$ cat src/rtl/present_keysched.sv
// present_keysched
//   PRESENT block-cipher key schedule. A user key is loaded into the key
//   register and NUM_RK round keys are handed out one at a time over a
//   valid/ready handshake. The round key is always the top 64 bits of the
//   key register; the register is advanced by the PRESENT update only when
//   a round key is consumed and another one is still to come.
//
// Parameters
//   KEY_WIDTH  key length, 80 or 128
//   NUM_RK     round keys produced per loaded key, 2..32
//
// Ports
//   clk       rising-edge clock
//   reset_n   asynchronous active-low reset
//   key_in    user key, captured when key_load is high
//   key_load  start request, accepted in any state, wins over a transfer
//   rk_ready  consumer ready for the current round key
//   rk_valid  rk_out / rk_index valid (state RUN)
//   rk_out    current round key (top 64 bits of the key register)
//   rk_index  round-key number minus one (0 = K1)
//   busy      high while round keys are being produced
//   done      high in the cycle the last round key is transferred
module present_keysched #(
  parameter int KEY_WIDTH = 80,
  parameter int NUM_RK    = 32
) (
  input  logic                 clk,
  input  logic                 reset_n,
  input  logic [KEY_WIDTH-1:0] key_in,
  input  logic                 key_load,
  input  logic                 rk_ready,
  output logic                 rk_valid,
  output logic [63:0]          rk_out,
  output logic [4:0]           rk_index,
  output logic                 busy,
  output logic                 done
);

  generate
    if (!(KEY_WIDTH == 80 || KEY_WIDTH == 128)) begin : g_bad_key_width
      $error("present_keysched: KEY_WIDTH must be 80 or 128");
    end
    if (NUM_RK < 2 || NUM_RK > 32) begin : g_bad_num_rk
      $error("present_keysched: NUM_RK must be in 2..32");
    end
  endgenerate

  typedef enum logic {
    IDLE = 1'b0,
    RUN  = 1'b1
  } state_t;

  localparam logic [4:0] LAST_IDX = 5'(NUM_RK - 1);
  // Position of the 5-bit round counter inside the key register.
  localparam int CNT_LSB = (KEY_WIDTH == 80) ? 15 : 62;

  state_t               state;
  logic [KEY_WIDTH-1:0] key_reg;
  logic                 xfer;

  function automatic logic [3:0] sbox(input logic [3:0] x);
    logic [3:0] y;
    case (x)
      4'h0: y = 4'hC;
      4'h1: y = 4'h5;
      4'h2: y = 4'h6;
      4'h3: y = 4'hB;
      4'h4: y = 4'h9;
      4'h5: y = 4'h0;
      4'h6: y = 4'hA;
      4'h7: y = 4'hD;
      4'h8: y = 4'h3;
      4'h9: y = 4'hE;
      4'hA: y = 4'hF;
      4'hB: y = 4'h8;
      4'hC: y = 4'h4;
      4'hD: y = 4'h7;
      4'hE: y = 4'h1;
      default: y = 4'h2;
    endcase
    return y;
  endfunction

  // Rotate left by 61, substitute the top nibble(s), mix in the counter.
  function automatic logic [KEY_WIDTH-1:0] next_key(input logic [KEY_WIDTH-1:0] k,
                                                    input logic [4:0]           cnt);
    logic [KEY_WIDTH-1:0] r;
    r = {k[KEY_WIDTH-62:0], k[KEY_WIDTH-1:KEY_WIDTH-61]};
    r[KEY_WIDTH-1 -: 4] = sbox(r[KEY_WIDTH-1 -: 4]);
    if (KEY_WIDTH == 128) begin
      r[KEY_WIDTH-5 -: 4] = sbox(r[KEY_WIDTH-5 -: 4]);
    end
    r[CNT_LSB +: 5] = r[CNT_LSB +: 5] ^ cnt;
    return r;
  endfunction

  // rk_valid follows the state directly so K1 is offered the cycle after load.
  assign rk_valid = (state == RUN);
  assign busy     = rk_valid;
  assign xfer     = rk_valid & rk_ready & ~key_load;
  assign done     = xfer & (rk_index == LAST_IDX);
  assign rk_out   = key_reg[KEY_WIDTH-1 -: 64];

  always_ff @(posedge clk or negedge reset_n) begin
    if (!reset_n) begin
      state    <= IDLE;
      key_reg  <= '0;
      rk_index <= '0;
    end else if (key_load) begin
      // A new load abandons whatever sequence was running.
      state    <= RUN;
      key_reg  <= key_in;
      rk_index <= '0;
    end else if (xfer) begin
      if (rk_index == LAST_IDX) begin
        // Last key consumed: register and index keep showing it in IDLE.
        state <= IDLE;
      end else begin
        key_reg  <= next_key(key_reg, rk_index + 5'd1);
        rk_index <= rk_index + 5'd1;
      end
    end
  end

endmodule
$ cat config.mk
export PLATFORM = sky130hd
export DESIGN_NAME = present_keysched
export DESIGN_NICKNAME = d
export VERILOG_FILES = /design/src/rtl/present_keysched.sv
export SDC_FILE = /design/constraint.sdc
export NUM_CORES = 1
export LEC_CHECK = 0
export BUFFER_PORTS_ARGS = -buffer_cell sky130_fd_sc_hd__buf_2
export CORE_MARGIN = 8
export CORE_UTILIZATION = 53
export CTS_BUF_LIST = sky130_fd_sc_hd__clkbuf_4
export CTS_CLUSTER_DIAMETER = 50
export DETAILED_ROUTE_END_ITERATION = 10
export PLACE_DENSITY = 0.83
export SLEW_MARGIN = 10
export SYNTH_ARGS = -nofsm -noshare
export SYNTH_HDL_FRONTEND = slang
export SYNTH_SLANG_ARGS = --single-unit
export TNS_END_PERCENT = 50
$ cat constraint.sdc
create_clock -name clk -period 2.69 [get_ports clk]
set_input_delay 0.1345 -clock clk [delete_from_list [all_inputs] [get_ports clk]]
set_output_delay 0.1345 -clock clk [all_outputs]
set_load 0.1 [all_outputs]
==> flow_summary.html <==
<table>
<tr><th>Metric</th><th>Value</th></tr>
<tr><th colspan="2">GRT</th></tr>
<tr><td>Number of antenna violations at the first check in global routing</td><td>0</td></tr>
<tr><td>Wire length of the first global-routing pass</td><td>20200 microns</td></tr>
<tr><td>GRT Overall Usage</td><td>0.215</td></tr>
<tr><td>Number of global-route vias before repair</td><td>4109</td></tr>
<tr><td>Grt total ovfl</td><td>0</td></tr>
<tr><td>Largest net degree at the start of global routing</td><td>112</td></tr>
<tr><th colspan="2">Min path</th></tr>
<tr><td>Hold_sp</td><td>rk_ready</td></tr>
<tr><td>Cell depth of the worst hold path</td><td>4</td></tr>
<tr><td>Hold path endpoint</td><td>rk_index[2]$_DFFE_PN0P_</td></tr>
<tr><td>Path class of the lowest-slack min-delay path</td><td>input pin to flip-flop</td></tr>
<tr><th colspan="2">Floorplan</th></tr>
<tr><td>Core Box Area</td><td>8640 sq um</td></tr>
<tr><td>Die Height</td><td>110 microns</td></tr>
<tr><td>Width of the die</td><td>110 microns</td></tr>
<tr><td>IO Count</td><td>156</td></tr>
<tr><td>Site Rows</td><td>34</td></tr>
<tr><td>Total Die Area</td><td>12100 sq um</td></tr>
<tr><td>Initial core utilization</td><td>0.542</td></tr>
<tr><th colspan="2">Layout</th></tr>
<tr><td>Number of cells in the finished layout apart from fillers</td><td>741</td></tr>
<tr><td>Count of nets after finishing</td><td>717</td></tr>
<tr><td>Max FFs per register</td><td>80</td></tr>
<tr><td>Fraction of final layout cells sized beyond drive strength 1</td><td>0.282</td></tr>
<tr><td>Number of filler cells placed in the layout</td><td>608</td></tr>
<tr><td>Storage element area</td><td>2150 sq um</td></tr>
<tr><td>Signed area change from the synthesized netlist to the final layout</td><td>27.3%</td></tr>
<tr><td>Area of the multi-input gates</td><td>1880 sq um</td></tr>
<tr><td>Final core area utilization</td><td>0.690</td></tr>
<tr><th colspan="2">STA</th></tr>
<tr><td>Final critical-path share of the clock period</td><td>0.953</td></tr>
<tr><td>Number of pins with negative max-slew slack in the final report</td><td>0</td></tr>
<tr><td>Largest clock skew in the final design</td><td>16.2 ps</td></tr>
<tr><td>Unrepaired setup endpoints after global routing</td><td>no</td></tr>
<tr><td>Final setup violation count</td><td>0</td></tr>
<tr><td>Final sum of negative setup slack</td><td>0 ps</td></tr>
<tr><td>Transition time at the pin with the least slew margin</td><td>1090 ps</td></tr>
<tr><td>Relative max-transition margin</td><td>0.276</td></tr>
<tr><td>Achievable clock frequency</td><td>0.390 GHz</td></tr>
<tr><td>Hold violation count in the final report</td><td>0</td></tr>
<tr><td>Post-layout minimum cycle time</td><td>2560 ps</td></tr>
<tr><td>Final worst setup slack</td><td>128 ps</td></tr>
<tr><th colspan="2">Route</th></tr>
<tr><td>DR vias</td><td>3868</td></tr>
<tr><td>Antenna-violating nets left</td><td>0</td></tr>
<tr><td>1st-pass router iterations</td><td>5</td></tr>
<tr><td>Total wire length</td><td>13000 microns</td></tr>
<tr><td>Remaining design rule violation count</td><td>0</td></tr>
<tr><td>Initial drt markers</td><td>157</td></tr>
<tr><td>Mean number of vias per cell</td><td>5.22</td></tr>
<tr><td>Wire length per cell</td><td>17.6 microns</td></tr>
<tr><th colspan="2">Logic synthesis</th></tr>
<tr><td>Share of flip-flops with an asynchronous set or reset</td><td>1.00</td></tr>
<tr><td>Most common cell in the synthesized netlist</td><td>sky130_fd_sc_hd__dfrtp_1</td></tr>
<tr><td>Synthesized netlist net count</td><td>559</td></tr>
<tr><td>Count of state elements after synthesis</td><td>86</td></tr>
<tr><td>Cell area after synthesis</td><td>4680 sq um</td></tr>
<tr><td>Leading post-synthesis cells by cell area</td><td>sky130_fd_sc_hd__dfrtp_1 (46%), sky130_fd_sc_hd__mux2i_1 (16%), sky130_fd_sc_hd__buf_4 (11%)</td></tr>
<tr><td>Seq/Total Area, Yosys</td><td>0.460</td></tr>
<tr><td>Average size of a mapped cell</td><td>10.0 sq um</td></tr>
<tr><td>Main flop type after synthesis</td><td>sky130_fd_sc_hd__dfrtp_1</td></tr>
<tr><td>Fraction of synthesized cell area taken by the top area cell type</td><td>0.460</td></tr>
<tr><td>Warnings from Yosys</td><td>0</td></tr>
<tr><td>Number of synthesized flops with an enable pin</td><td>0</td></tr>
<tr><td>Leading area contributor after synthesis</td><td>sky130_fd_sc_hd__dfrtp_1</td></tr>
<tr><td>Commonest cells post-synth</td><td>sky130_fd_sc_hd__dfrtp_1 (86), sky130_fd_sc_hd__o21ai_0 (78), sky130_fd_sc_hd__mux2i_1 (77), sky130_fd_sc_hd__nand2_1 (76), sky130_fd_sc_hd__buf_4 (67)</td></tr>
<tr><td>Synth cell types</td><td>31</td></tr>
<tr><td>Synthesized instance count</td><td>468</td></tr>
<tr><th colspan="2">Power and ir drop</th></tr>
<tr><td>Power density over cell area</td><td>619 nW/um^2</td></tr>
<tr><td>Maximum vdd ir drop</td><td>0.437 mV</td></tr>
<tr><td>Leakage</td><td>3.03 nW</td></tr>
<tr><th colspan="2">Critical path</th></tr>
<tr><td>Capturing element type of the critical path</td><td>flip-flop</td></tr>
<tr><td>R2r startpoint</td><td>rk_index[0]$_DFFE_PN0P_</td></tr>
<tr><td>CP Max Fanout</td><td>20</td></tr>
<tr><td>Worst Reg2Reg Path Length in Cells</td><td>8</td></tr>
<tr><td>Arrival time of the worst setup path</td><td>2840 ps</td></tr>
<tr><td>Buf+Inv Stages, Crit Path</td><td>2</td></tr>
<tr><td>Terminus of the critical flop-to-flop path</td><td>key_reg[48]$_DFFE_PN0P_</td></tr>
<tr><td>Crit path kind</td><td>flip-flop to flip-flop</td></tr>
<tr><td>Cells along the critical path</td><td>ha_1 -&gt; and3_1 -&gt; ha_1 -&gt; nand3b_1 -&gt; buf_4 -&gt; buf_4 -&gt; mux2i_1 -&gt; o21ai_0</td></tr>
<tr><td>Critical path data required time</td><td>2970 ps</td></tr>
<tr><td>Worst path max stage delay</td><td>460 ps</td></tr>
<tr><td>Worst setup slack for register-to-register paths</td><td>130 ps</td></tr>
<tr><td>Dominant delay contributor by cell family on the critical path</td><td>buffers and inverters</td></tr>
<tr><td>Kind of start point of the critical path</td><td>flip-flop</td></tr>
<tr><td>CP max-delay cell</td><td>sky130_fd_sc_hd__dfrtp_1</td></tr>
<tr><th colspan="2">CTS</th></tr>
<tr><td>Clk pin slew, worst setup/hold paths</td><td>140 ps</td></tr>
<tr><td>Deepest level of the CTS H-tree</td><td>3</td></tr>
<tr><td>Number of sinks on the clock net</td><td>86</td></tr>
<tr><td>Clock buffers created by TritonCTS</td><td>9</td></tr>
<tr><td>Clk root buf</td><td>sky130_fd_sc_hd__clkbuf_4</td></tr>
<tr><td>Clock Latency Late Sink</td><td>420 ps</td></tr>
<tr><td>Clock Path Buffers</td><td>2</td></tr>
<tr><td>Post CTS Setup Buffer Count</td><td>0</td></tr>
<tr><td>Clock tree from TritonCTS</td><td>built</td></tr>
<tr><td>CTS resizes</td><td>0</td></tr>
<tr><th colspan="2">Place</th></tr>
<tr><td>Number of cells after detailed placement</td><td>642</td></tr>
<tr><td>DPL Wire Length</td><td>7860 microns</td></tr>
<tr><td>Routability cong.</td><td>0.758</td></tr>
<tr><td>Port buffer count</td><td>155</td></tr>
<tr><td>Post-Place Worst Slack</td><td>347 ps</td></tr>
<tr><th colspan="2">Run</th></tr>
<tr><td>Max Cap Viol</td><td>0</td></tr>
<tr><th colspan="2">Run status</th></tr>
<tr><td>Result of the run</td><td>finished clean</td></tr>
</table>
## what timing repair did
action,4_1_cts,5_1_grt
endpoints found under the setup margin,0,0
hold buffers,81,0
endpoints found under the hold margin,166,0
## tightest hold or removal path, stage by stage
cell                       delay [ps]
sky130_fd_sc_hd__buf_2            120
sky130_fd_sc_hd__nand4b_1          90
sky130_fd_sc_hd__xor2_1            70
sky130_fd_sc_hd__nor2_1            80
## layout by cell type, fill, tap and decap left out, types with 4 or more instances in the layout
master	netlist	layout
sky130_fd_sc_hd__buf_2	17	153
sky130_fd_sc_hd__ha_1	7	7
sky130_fd_sc_hd__mux2i_1	77	77
sky130_fd_sc_hd__inv_1	6	6
sky130_fd_sc_hd__dfrtp_1	86	86
sky130_fd_sc_hd__clkbuf_4	0	9
sky130_fd_sc_hd__nand2_1	76	76
sky130_fd_sc_hd__nor2b_1	4	4
sky130_fd_sc_hd__xnor2_1	6	6
sky130_fd_sc_hd__nor2_1	7	7
sky130_fd_sc_hd__xor2_1	4	4
sky130_fd_sc_hd__dlygate4sd3_1	0	81
sky130_fd_sc_hd__buf_4	67	5
sky130_fd_sc_hd__o21ai_0	78	78
## per-layer routing
metal	wire, microns	track usage	vias up	part of all wire
li1	-	-	1833	-
met1	5160	0.243	1843	0.40
met2	6410	0.362	154	0.49
met3	1010	0.0634	38	0.078
met4	422	0.112	0	0.032
met5	0	0	-	0
## kinds of logic after synthesis
group / Yosys count / synth area share
compound gates: 88 / 0.0997
xor+xnor: 10 / 0.0187
fa+ha+maj: 7 / 0.0187
buf+inv: 100 / 0.140
flops: 86 / 0.460
mux: 79 / 0.174
simple gates: 98 / 0.0890
## per-stage QoR
step	power, W	area, sq um	hold slack, ps
after floorplan	0.00281	4680	-161
after global placement	0.00293	5030	341
after detailed placement	0.00296	5030	345
after CTS	0.00370	5960	83.5
after global routing	0.00386	5960	86.2
final	0.00369	5960	110
## final cells by class
cell class	instances	area share
sequential	86	0.361
multi-input combinational	282	0.315
timing repair buffer	241	0.277
tap	108	0.0227
clock buffer	9	0.0113
clock inverter	7	0.00819
inverter	6	0.00378
antenna	2	0.000840
## worst max-delay path by stage
stage / start / end / slack (ps) / cells past startpoint
2_1_floorplan: rk_index[0]$_DFFE_PN0P_ / key_reg[43]$_DFFE_PN0P_ / 110 / 9
3_3_place_gp: rk_index[0]$_DFFE_PN0P_ / key_reg[46]$_DFFE_PN0P_ / 490 / 8
3_5_place_dp: rk_index[0]$_DFFE_PN0P_ / key_reg[27]$_DFFE_PN0P_ / 350 / 8
4_1_cts: rk_index[0]$_DFFE_PN0P_ / key_reg[48]$_DFFE_PN0P_ / 320 / 8
5_1_grt: rk_index[0]$_DFFE_PN0P_ / key_reg[48]$_DFFE_PN0P_ / 40 / 8
6_report: rk_index[0]$_DFFE_PN0P_ / key_reg[48]$_DFFE_PN0P_ / 130 / 8
## power by group
group | total (W) | switching, W | internal (W)
logic | 0.00149 | 0.00112 | 0.000366
registers | 0.00155 | 0.000128 | 0.00143
clock network | 0.000650 | 0.000458 | 0.000192
total | 0.00369 | 0.00171 | 0.00198
Note: power is estimated with default switching activity, not from simulation.
